<file path="src/rtl/serial_adder.sv">
// -----------------------------------------------------------------------------
// serial_adder -- bit-serial, LSB-first adder with valid/ready on both sides.
//
// Operands are captured on the input handshake. One bit per clock then goes
// through a full-adder slice made of two half_adder cells plus an OR. The
// carry between bits is registered. After WIDTH shift cycles the WIDTH-bit sum
// and the carry-out are held until the output handshake completes.
//
// Optional feature (macro SERIAL_ADDER_SUB_EN):
//   Adds input 'sub', which is sampled at accept. When sub=1 the block loads
//   ~b and starts with carry-in 1, so the result is a-b mod 2^WIDTH. In that
//   case carry=1 means no borrow. When the macro is undefined there is no
//   'sub' port and the block only adds.
//
// Parameters:
//   WIDTH      operand/sum width, 1..32 (default 8)
//
// Ports:
//   clk        rising-edge clock
//   rst_n      asynchronous active-low reset
//   in_valid   operand pair a/b presented
//   in_ready   block can accept operands (high in IDLE)
//   a, b       operands, WIDTH bits
//   sub        (SERIAL_ADDER_SUB_EN only) subtract instead of add
//   out_valid  sum/carry valid (high in HOLD)
//   out_ready  consumer accepts result
//   sum        result, WIDTH bits; holds the last delivered value
//   carry      carry-out of MSB
//   busy       high while shifting
// -----------------------------------------------------------------------------

// Existing single-bit half adder cell, used twice per bit.
module half_adder (
  input  logic x,
  input  logic y,
  output logic s,
  output logic c
);
  assign s = x ^ y;
  assign c = x & y;
endmodule

module serial_adder #(
  parameter int WIDTH = 8
) (
  input  logic             clk,
  input  logic             rst_n,
  input  logic             in_valid,
  output logic             in_ready,
  input  logic [WIDTH-1:0] a,
  input  logic [WIDTH-1:0] b,
`ifdef SERIAL_ADDER_SUB_EN
  input  logic             sub,
`endif
  output logic             out_valid,
  input  logic             out_ready,
  output logic [WIDTH-1:0] sum,
  output logic             carry,
  output logic             busy
);

  localparam int CW = $clog2(WIDTH) + 1;

  typedef enum logic [1:0] {
    IDLE,
    SHIFT,
    HOLD
  } state_t;

  state_t           state;
  logic [WIDTH-1:0] a_sr;
  logic [WIDTH-1:0] b_sr;
  logic [WIDTH-1:0] sum_sr;
  logic             c_reg;
  logic [CW-1:0]    cnt;

  // Per-bit full adder: two half adders, and the carries are ORed.
  logic p_bit;
  logic g_bit;
  logic s_bit;
  logic cp_bit;
  logic c_next;

  half_adder u_ha_lo (
    .x (a_sr[0]),
    .y (b_sr[0]),
    .s (p_bit),
    .c (g_bit)
  );

  half_adder u_ha_hi (
    .x (p_bit),
    .y (c_reg),
    .s (s_bit),
    .c (cp_bit)
  );

  assign c_next = g_bit | cp_bit;

  // The new sum bit enters at the MSB. After WIDTH shifts the LSB-first
  // stream ends up in the correct bit positions.
  logic [WIDTH-1:0] sum_shift;
  always_comb begin
    sum_shift            = sum_sr >> 1;
    sum_shift[WIDTH-1]   = s_bit;
  end

  // Values loaded at accept. For subtraction this is the two's-complement
  // trick: invert b and inject a carry-in of 1.
  logic [WIDTH-1:0] b_load;
  logic             c_init;
`ifdef SERIAL_ADDER_SUB_EN
  assign b_load = sub ? ~b : b;
  assign c_init = sub;
`else
  assign b_load = b;
  assign c_init = 1'b0;
`endif

  always_ff @(posedge clk or negedge rst_n) begin
    if (!rst_n) begin
      state     <= IDLE;
      a_sr      <= '0;
      b_sr      <= '0;
      sum_sr    <= '0;
      c_reg     <= 1'b0;
      cnt       <= '0;
      sum       <= '0;
      carry     <= 1'b0;
      in_ready  <= 1'b1;
      busy      <= 1'b0;
      out_valid <= 1'b0;
    end else begin
      case (state)
        IDLE: begin
          if (in_valid) begin
            a_sr      <= a;
            b_sr      <= b_load;
            c_reg     <= c_init;
            cnt       <= '0;
            state     <= SHIFT;
            in_ready  <= 1'b0;
            busy      <= 1'b1;
          end
        end

        SHIFT: begin
          a_sr   <= a_sr >> 1;
          b_sr   <= b_sr >> 1;
          sum_sr <= sum_shift;
          c_reg  <= c_next;
          cnt    <= cnt + CW'(1);
          if (cnt == CW'(WIDTH - 1)) begin
            // The final bit is produced here. It goes straight to the output
            // registers so that sum and carry appear together with out_valid.
            sum       <= sum_shift;
            carry     <= c_next;
            state     <= HOLD;
            busy      <= 1'b0;
            out_valid <= 1'b1;
          end
        end

        HOLD: begin
          if (out_ready) begin
            state     <= IDLE;
            out_valid <= 1'b0;
            in_ready  <= 1'b1;
          end
        end

        default: begin
          state     <= IDLE;
          in_ready  <= 1'b1;
          busy      <= 1'b0;
          out_valid <= 1'b0;
        end
      endcase
    end
  end

endmodule

</file>
<file path="config.mk">
export PLATFORM = sky130hd
export DESIGN_NAME = serial_adder
export DESIGN_NICKNAME = d
export VERILOG_FILES = /design/src/rtl/serial_adder.sv
export SDC_FILE = /design/constraint.sdc
export NUM_CORES = 1
export LEC_CHECK = 0
export BUFFER_PORTS_ARGS = -buffer_cell sky130_fd_sc_hd__buf_2
export CAP_MARGIN = 20
export CORE_UTILIZATION = 35
export CTS_CLUSTER_SIZE = 10
export DETAILED_ROUTE_END_ITERATION = 8
export REMOVE_ABC_BUFFERS = 1
export SLEW_MARGIN = 20
export SYNTH_ARGS = -nofsm -noshare
export SYNTH_HDL_FRONTEND = slang
export SYNTH_HIERARCHICAL = 1
export SYNTH_SLANG_ARGS = --single-unit
</file>
<file path="constraint.sdc">
create_clock -name clk -period 1.8 [get_ports clk]
set_input_delay 0.27 -clock clk [delete_from_list [all_inputs] [get_ports clk]]
set_output_delay 0.27 -clock clk [all_outputs]
set_load 0.03 [all_outputs]
</file>
==> results.py, run 1 <==
metrics = {
    "pwr": {
        "power_frac_clock_pct": 16.5,
        "static-leakage-power_nw": 1.07,
        "p_per_area_mw_per_mm2": 1630,
        "p_seq_share_pct": 43.9,
        "combPwrFrac_pct": 39.6,
        "intPower_mw": 2.36,
        "switching_share_pct": 36.4,
        "power_switching_mw": 1.35,
        "peakVddDrop_mv": 0.838,
    },
    "cells_and_area": {
        "n_antenna_cell": 0,
        "fin_nets": 225,
        "syn_to_final_growth_pct": 17.1,
        "stdcell_area_mm2": 0.00227,
        "final_cell_count_no_fill": 273,
        "drive_gt1_share_pct": 32.5,
        "top_regs": "a_sr x8, b_sr x8, sum x8",
    },
    "synthesis": {
        "synth_seq_cells": 42,
        "synth_most_common_cell": "dfrtp_1",
        "synth_top_cell_area_share_pct": 52.9,
        "synth-edff-count": 0,
        "ys_top_cells_by_area": "dfrtp_1, mux2_2, mux2_4",
        "yosysTopAreaCell": "dfrtp_1",
        "ys_warn_count": 6,
        "seq_area_frac_synth_pct": 54.3,
        "synth_common_cells": "dfrtp_1, o21ai_0, a21oi_1",
        "async_flop_share_pct": 100,
        "synth_cell_types": 27,
        "synth_area_mm2": 0.00194,
        "synthCells": 168,
        "ys.flop_type": "dfrtp_1",
        "syn_area_per_cell_um2": 11.5,
    },
    "placed_design": {
        "post-dp-hpwl_um": 2500,
        "portBuffers": 31,
        "placed_cell_area_mm2": 0.00217,
        "dp.cells": 264,
        "place.gp.congestion": 0.730,
        "dp_slack_ps": 265,
    },
    "routing": {
        "num_vias": 1344,
        "drc": 0,
        "firstDrtPassIters": 4,
        "via_per_inst": 4.92,
        "antenna_left": 0,
        "first_iter_violations": 65,
        "avgRoutedWirePerCell_um": 13.4,
        "routed_wl_um": 3660,
    },
    "sta": {
        "slew_headroom_pct": 62.3,
        "slew_violations": 0,
        "worst-slew-pin-transition_ps": 565,
        "finalHoldViolCount": 0,
        "setup_ws_ps": 251,
        "skew_ps": 5.74,
        "fmax_mhz": 646,
        "grt_setup_unrepaired": "no",
        "fin_crit_sh_pct": 86.0,
        "finalCriticalPeriod_ps": 1550,
        "setup_viol": 0,
    },
    "worst_setup_path": {
        "crit_slowest_cell": "dfrtp_1",
        "worst_setup_path_start_kind": "register",
        "worstPathArrival_ps": 1730,
        "critPathMaxStageDelay_ps": 400,
        "crit_chain": "ha_1, ha_1, or2_2, mux2_4",
        "path_buf_inv": 0,
        "cp_max_fo": 3,
        "cp_top_family": "adder cells",
        "critPathCaptureType": "register",
        "critPathRequiredTime_ps": 1980,
        "path_class": "register to register",
        "critPathMostFrequentCell": "ha_1",
    },
    "global_routing": {
        "grt_max_degree": 24,
        "met1_usage_pct": 19.3,
        "grt_use_total_pct": 14.0,
        "antenna_found_initial": 0,
        "grt_util_met3_pct": 3.35,
        "grt_pass1_vias": 1348,
        "grt_pass1_wl_um": 6450,
        "grt_overflow": 0,
        "grt_use_met2_pct": 21.4,
        "top_usage_layer": "met2",
    },
    "die": {
        "dieArea_mm2": 0.00584,
        "num_rows": 26,
        "core-area_mm2": 0.00520,
        "dieHeight_um": 76.4,
        "initial_core_util_pct": 37.2,
        "chipWidth_um": 76.4,
        "num_io_pins": 32,
    },
    "clock_tree": {
        "clock_path_buffers": 2,
        "cts_root_buffer": "clkbuf_8",
        "cts.sinks": 42,
        "cts_setup_buffers": 0,
        "clkTransAtPathRegs_ps": 70,
        "htreeDepth": 2,
        "cts_tree": "built",
        "cts_buffers": 5,
        "clkLatencyLatePin_ps": 290,
    },
    "outcome": {
        "outcome": "finished, final reports clean",
    },
    "job": {
        "cap_violations": 0,
    },
    "hold_path": {
        "min_path_type": "input pin to register",
    },
}
==> final timing paths <==
| kind | from | to | slack, ps | cells after the start |
|---|---|---|---|---|
| worst max-delay path | b_sr[0]$_DFFE_PN0P_ | carry$_DFFE_PN0P_ | 250 | 4 |
| worst min-delay path | out_ready | state[1]$_DFFE_PN0P_ | 200 | 2 |
| worst max register to register | b_sr[0]$_DFFE_PN0P_ | carry$_DFFE_PN0P_ | 250 | 4 |
| worst min register to register | b_sr[2]$_DFFE_PN0P_ | b_sr[2]$_DFFE_PN0P_ | 500 | 2 |
| max in group asynchronous | rst_n | sum_sr[2]$_DFFE_PN0N_ | 840 | 3 |
| min in group asynchronous | rst_n | a_sr[1]$_DFFE_PN0P_ | 480 | 2 |
==> cells in the final DEF, fill, tap and decap left out, types with 2 or more instances in the layout <==
| cell type | n |
|---|---|
| inv_1 | 2 |
| o21ai_0 | 18 |
| a21oi_1 | 17 |
| nand2_1 | 8 |
| clkbuf_8 | 6 |
| a22o_1 | 3 |
| dfrtp_1 | 41 |
| and3b_1 | 2 |
| mux2_4 | 7 |
| mux2_2 | 10 |
| buf_4 | 6 |
| buf_2 | 31 |
| ha_1 | 3 |
| a22oi_1 | 13 |
| nand3_1 | 2 |
| nor2_1 | 5 |
| nor2b_1 | 16 |
==> per-stage QoR <==
| step | power (mW) | util [%] | hold slack [ps] | TNS [ps] |
|---|---|---|---|---|
| 2_1_floorplan | 2.66 | - | -25.6 | -242 |
| 3_3_place_gp | 3.10 | 41.7 | 261 | 0 |
| 3_5_place_dp | 3.13 | 41.7 | 259 | 0 |
| 4_1_cts | 3.77 | 43.6 | 202 | 0 |
| 5_1_grt | 4.00 | 43.6 | 217 | 0 |
| 6_report | 3.71 | 43.6 | 205 | 0 |
==> layout make-up <==
class / count / area (um^2)
sequential: 42 / 1050
timing repair buffer: 39 / 230
tap: 70 / 87.6
multi-input combinational: 112 / 801
fill: 519 / 2940
clock buffer: 7 / 86.3
clock inverter: 1 / 5.00
inverter: 2 / 7.51
==> power by group through the flow <==
stage	Clock [mW]	Sequential [mW]	Combinational, mW
5_1_grt	0.678	1.69	1.64
2_1_floorplan	0	1.84	0.821
4_1_cts	0.643	1.63	1.50
3_3_place_gp	0	1.64	1.46
6_report	0.611	1.63	1.47
3_5_place_dp	0	1.64	1.49
==> cells by family after synthesis <==
kind of cell    count (synthesis)  synth area share (%)
mux                            17                  11.2
fa+ha+maj                       3                  1.94
buf+inv                        14                  4.39
simple gates                   36                  10.6
compound gates                 56                  17.6
flops                          42                  54.3
==> worst reg2reg max path: cells and delay by family, from the launching register on <==
kind	cells	cell delay [ps]
mux	1	260
simple gates	1	300
flops	1	400
fa+ha+maj	2	470
==> per-layer routing <==
metal,wire length (um),vias to the layer above
li1,-,664
met1,1830,645
met2,1610,29
met3,177,6
met4,46,0
met5,0,-
==> what timing repair did <==
action,in CTS,in global routing
resized for setup,0,0
endpoints found under the hold margin,18,0
hold buffers,1,0
No activity file was read; power rests on OpenSTA's default activity.
==> run 2, diff against run 1 <==
--- a/config.mk
+++ b/config.mk
@@ -7,10 +7,10 @@
 export LEC_CHECK = 0
 export BUFFER_PORTS_ARGS = -buffer_cell sky130_fd_sc_hd__buf_2
 export CAP_MARGIN = 20
-export CORE_UTILIZATION = 35
+export CORE_UTILIZATION = 50
 export CTS_CLUSTER_SIZE = 10
 export DETAILED_ROUTE_END_ITERATION = 8
-export REMOVE_ABC_BUFFERS = 1
+export PLACE_DENSITY = 0.72
 export SLEW_MARGIN = 20
 export SYNTH_ARGS = -nofsm -noshare
 export SYNTH_HDL_FRONTEND = slang
==> results.py, run 2 (synthesized netlist as in run 1, its figures left out) <==
metrics = {
    "die": {
        "dieArea_mm2": 0.00413,
        "num_io_pins": 32,
        "dieHeight_um": 64.3,
        "chipWidth_um": 64.3,
        "num_rows": 22,
        "core-area_mm2": 0.00369,
        "initial_core_util_pct": 52.5,
    },
    "outcome": {
        "outcome": "finished, final reports clean",
    },
    "sta": {
        "setup_viol": 0,
        "fin_crit_sh_pct": 86.0,
        "slew_headroom_pct": 58.7,
        "skew_ps": 2.44,
        "worst-slew-pin-transition_ps": 618,
        "fmax_mhz": 646,
        "finalHoldViolCount": 0,
        "fin_hold_ws_ps": 188,
        "grt_setup_unrepaired": "no",
        "finalSetupTns_ps": 0,
        "finalCriticalPeriod_ps": 1550,
        "slew_violations": 0,
    },
    "cells_and_area": {
        "syn_to_final_growth_pct": 16.8,
        "top_regs": "a_sr x8, b_sr x8, sum x8",
        "drive_gt1_share_pct": 32.7,
        "n_antenna_cell": 0,
        "final_cell_mix": "dfrtp_1, buf_2, o21ai_0",
        "fin_nets": 225,
        "final_common_cell": "dfrtp_1",
    },
    "clock_tree": {
        "cts_root_buffer": "clkbuf_8",
        "cts_resized": 0,
        "clkTransAtPathRegs_ps": 70,
        "clock_path_buffers": 2,
        "cts.sinks": 42,
        "htreeDepth": 2,
        "cts_tree": "built",
        "cts_buffers": 5,
        "clkLatencyLatePin_ps": 290,
    },
    "routing": {
        "avgRoutedWirePerCell_um": 14.7,
        "firstDrtPassIters": 4,
        "antenna_left": 0,
        "drc": 0,
        "routed_wl_um": 3680,
        "num_vias": 1412,
        "via_per_inst": 5.65,
        "first_iter_violations": 109,
    },
    "placed_design": {
        "portBuffers": 31,
        "post-dp-hpwl_um": 2560,
        "place.gp.congestion": 0.782,
    },
    "global_routing": {
        "grt_use_total_pct": 19.2,
        "grt_overflow": 0,
        "antenna_found_initial": 0,
        "grt_max_degree": 24,
        "grt_pass1_vias": 1314,
        "grt_pass1_wl_um": 6050,
    },
    "worst_setup_path": {
        "path_class": "register to register",
        "crit_slowest_cell": "dfrtp_1",
        "critPathCaptureType": "register",
        "worstPathArrival_ps": 1720,
        "cp_max_fo": 3,
        "worst_setup_path_start_kind": "register",
        "critPathMostFrequentCell": "ha_1",
        "crit_chain": "ha_1, ha_1, or2_2, mux2_4",
        "critPathRequiredTime_ps": 1970,
        "critPathMaxStageDelay_ps": 400,
    },
    "synthesis": {
        "synthesis.nets": 191,
    },
    "pwr": {
        "power_mw": 3.85,
        "p_per_area_mw_per_mm2": 1700,
        "static-leakage-power_nw": 1.08,
        "peakVddDrop_mv": 1.01,
    },
    "job": {
        "cap_violations": 0,
    },
    "hold_path": {
        "min_path_type": "input pin to register",
    },
}
run 2: cell count changes in the layout (fill, tap and decap cells not counted):
cell / delta
bufinv_16: +1
clkbuf_1: -1
clkinv_2: -1
run 2: area by class of cell:
class | instances | area (um^2)
flip-flops and latches | 42 | 1050
multi-input cells | 112 | 801
clock buffers | 6 | 82.6
well taps | 48 | 60.1
clock inverters | 1 | 30.0
fillers | 320 | 1430
repair buffers | 39 | 230
inverters | 2 | 7.51
run 2: path summary, 6_finish.rpt:
path | startpoint | end | slack, ps | cells after the start
worst max-delay path | b_sr[0]$_DFFE_PN0P_ | carry$_DFFE_PN0P_ | 250 | 4
worst min-delay path | out_ready | state[1]$_DFFE_PN0P_ | 190 | 2
worst max register to register | b_sr[0]$_DFFE_PN0P_ | carry$_DFFE_PN0P_ | 250 | 4
worst min register to register | b_sr[2]$_DFFE_PN0P_ | b_sr[2]$_DFFE_PN0P_ | 490 | 2
max in group asynchronous | rst_n | b_sr[6]$_DFFE_PN0P_ | 850 | 3
min in group asynchronous | rst_n | state[0]$_DFFE_PN0P_ | 470 | 2
run 2: metal layers:
metal / wire length, um / global-route usage, % / share of wire (%) / vias up
met5: 0 / 0 / 0 / -
met4: 33 / 4.17 / 0.90 / 0
met1: 1730 / 25.0 / 47 / 708
met2: 1760 / 31.1 / 48 / 36
met3: 162 / 6.43 / 4.4 / 5
li1: - / - / - / 663
run 2: repair_timing:
action,CTS,global route
buffers inserted,0,0
endpoints found under the hold margin,18,0
hold buffers,1,0
run 2: per-stage QoR:
step	cells	cell area, um^2	utilization, %	setup WS, ps
after floorplan	168	1940	-	312
after global placement	242	2140	58.0	299
after detailed placement	242	2140	58.0	265
after CTS	250	2260	61.4	251
after global routing	250	2260	61.4	195
final	250	2260	61.4	253
run 2: critical path: cells and delay by family, from the launching register on:
kind	cells	cell delay [ps]
AND/OR/NAND/NOR	1	300
multiplexers	1	260
flip-flops	1	400
adder cells (fa/ha/maj)	2	480
run 2: where the power goes:
part / internal (mW) / switching [mW]
Clock: 0.443 / 0.288
Combinational: 0.705 / 0.800
Sequential: 1.35 / 0.274
==> run 3, diff against run 2 <==
--- a/config.mk
+++ b/config.mk
@@ -7,10 +7,11 @@
 export LEC_CHECK = 0
 export BUFFER_PORTS_ARGS = -buffer_cell sky130_fd_sc_hd__buf_2
 export CAP_MARGIN = 20
+export CORE_MARGIN = 2
 export CORE_UTILIZATION = 50
 export CTS_CLUSTER_SIZE = 10
 export DETAILED_ROUTE_END_ITERATION = 8
-export PLACE_DENSITY = 0.72
+export PLACE_DENSITY = 0.69
 export SLEW_MARGIN = 20
 export SYNTH_ARGS = -nofsm -noshare
 export SYNTH_HDL_FRONTEND = slang
==> results.py, run 3 (synthesized netlist as in run 1, its figures left out) <==
metrics = {
    "clock_tree": {
        "clkTransAtPathRegs_ps": 70,
        "cts_buffers": 5,
        "clock_path_buffers": 2,
        "cts.sinks": 42,
        "htreeDepth": 2,
        "clkLatencyLatePin_ps": 290,
        "cts_root_buffer": "clkbuf_8",
        "cts_tree": "built",
        "cts_resized": 0,
    },
    "routing": {
        "antenna_left": 0,
        "firstDrtPassIters": 4,
        "routed_wl_um": 3640,
        "first_iter_violations": 58,
        "avgRoutedWirePerCell_um": 14.5,
        "num_vias": 1352,
        "drc": 0,
        "via_per_inst": 5.39,
    },
    "job": {
        "cap_violations": 0,
    },
    "sta": {
        "setup_ws_ps": 266,
        "fin_crit_sh_pct": 85.2,
        "worst-slew-pin-transition_ps": 590,
        "grt_setup_unrepaired": "no",
        "finalCriticalPeriod_ps": 1530,
        "finalSetupTns_ps": 0,
        "fin_hold_ws_ps": 191,
        "slew_headroom_pct": 60.6,
        "setup_viol": 0,
        "fmax_mhz": 652,
        "finalHoldViolCount": 0,
        "skew_ps": 6.12,
        "slew_violations": 0,
    },
    "cells_and_area": {
        "final_cell_count_no_fill": 251,
        "fin_nets": 225,
        "stdcell_area_mm2": 0.00224,
        "syn_to_final_growth_pct": 15.7,
        "final_common_cell": "dfrtp_1",
        "final_util_pct": 60.8,
        "drive_gt1_share_pct": 32.5,
        "top_regs": "a_sr x8, b_sr x8, sum x8",
        "n_antenna_cell": 0,
        "final_cell_mix": "dfrtp_1, buf_2, o21ai_0",
    },
    "outcome": {
        "outcome": "finished, final reports clean",
    },
    "placed_design": {
        "portBuffers": 31,
        "dp_slack_ps": 275,
        "placed_cell_area_mm2": 0.00214,
        "post-dp-hpwl_um": 2570,
        "dp.cells": 242,
        "place.gp.congestion": 0.763,
    },
    "pwr": {
        "p_per_area_mw_per_mm2": 1660,
        "static-leakage-power_nw": 1.07,
        "peakVddDrop_mv": 0.984,
        "power_mw": 3.73,
    },
    "worst_setup_path": {
        "path_class": "register to register",
        "critPathCaptureType": "register",
        "worst_setup_path_start_kind": "register",
        "r2r_cells": 4,
        "cp_max_fo": 3,
        "worstPathArrival_ps": 1710,
        "reg2reg_to": "carry$_DFFE_PN0P_",
        "critPathRequiredTime_ps": 1980,
        "rr_startpoint": "b_sr[0]$_DFFE_PN0P_",
        "rrSetupSlack_ps": 270,
    },
    "global_routing": {
        "grt_max_degree": 24,
        "grt_overflow": 0,
        "antenna_found_initial": 0,
        "grt_use_total_pct": 19.1,
        "grt_pass1_wl_um": 6250,
        "grt_pass1_vias": 1400,
    },
    "hold_path": {
        "min_path_cells": 2,
        "min_from": "out_ready",
        "min_path_type": "input pin to register",
        "min_to": "state[1]$_DFFE_PN0P_",
    },
    "synthesis": {
        "synthesis.nets": 191,
    },
    "die": {
        "dieHeight_um": 66.3,
        "core-area_mm2": 0.00369,
        "chipWidth_um": 66.3,
        "num_io_pins": 32,
        "num_rows": 22,
        "dieArea_mm2": 0.00439,
        "initial_core_util_pct": 52.5,
    },
}
==> run 3: cell count changes in the layout (fill, tap and decap cells not counted) <==
cell and delta:
clkinv_2 +1, clkbuf_1 +1, bufinv_16 -1
==> run 3: cell type report <==
class                           count  area (um^2)
Clock buffer                        7         86.3
Sequential cell                    42         1050
Fill cell                         325         1450
Timing Repair Buffer               39          230
Tap cell                           48         60.1
Inverter                            2         7.51
Multi-Input combinational cell    112          801
Clock inverter                      1         5.00
==> run 3: worst max path at each step <==
stage                              endpoint                 from  depth (start not counted)  slack, ps
final                     carry$_DFFE_PN0P_  b_sr[0]$_DFFE_PN0P_                          4        270
after global routing      carry$_DFFE_PN0P_  b_sr[0]$_DFFE_PN0P_                          4        210
after CTS                 carry$_DFFE_PN0P_  b_sr[0]$_DFFE_PN0P_                          4        260
after detailed placement  carry$_DFFE_PN0P_  b_sr[0]$_DFFE_PN0P_                          4        280
after global placement    carry$_DFFE_PN0P_  b_sr[0]$_DFFE_PN0P_                          4        300
after floorplan           carry$_DFFE_PN0P_   cnt[0]$_DFFE_PN0P_                          5        310
==> run 3: worst max-delay path, cell delays in order, from the launching register on <==
cell	delay (ps)
dfrtp_1	400
ha_1	300
ha_1	170
or2_2	300
mux2_4	260
==> run 3: power by group <==
| group | internal [mW] | total, mW | switching (mW) |
|---|---|---|---|
| Sequential | 1.34 | 1.62 | 0.278 |
| Clock | 0.309 | 0.605 | 0.296 |
| Combinational | 0.717 | 1.50 | 0.785 |
==> run 3: layer usage <==
layer | track usage [%] | wire [um] | vias to the layer above
li1 | - | - | 667
met1 | 24.3 | 1650 | 653
met2 | 30.1 | 1770 | 27
met3 | 5.62 | 159 | 5
met4 | 8.42 | 59 | 0
met5 | 0 | 0 | -
==> run 3: timing repair <==
action,4_1_cts,5_1_grt
setup buffers,0,0
endpoints found under the hold margin,19,0
hold buffers,1,0
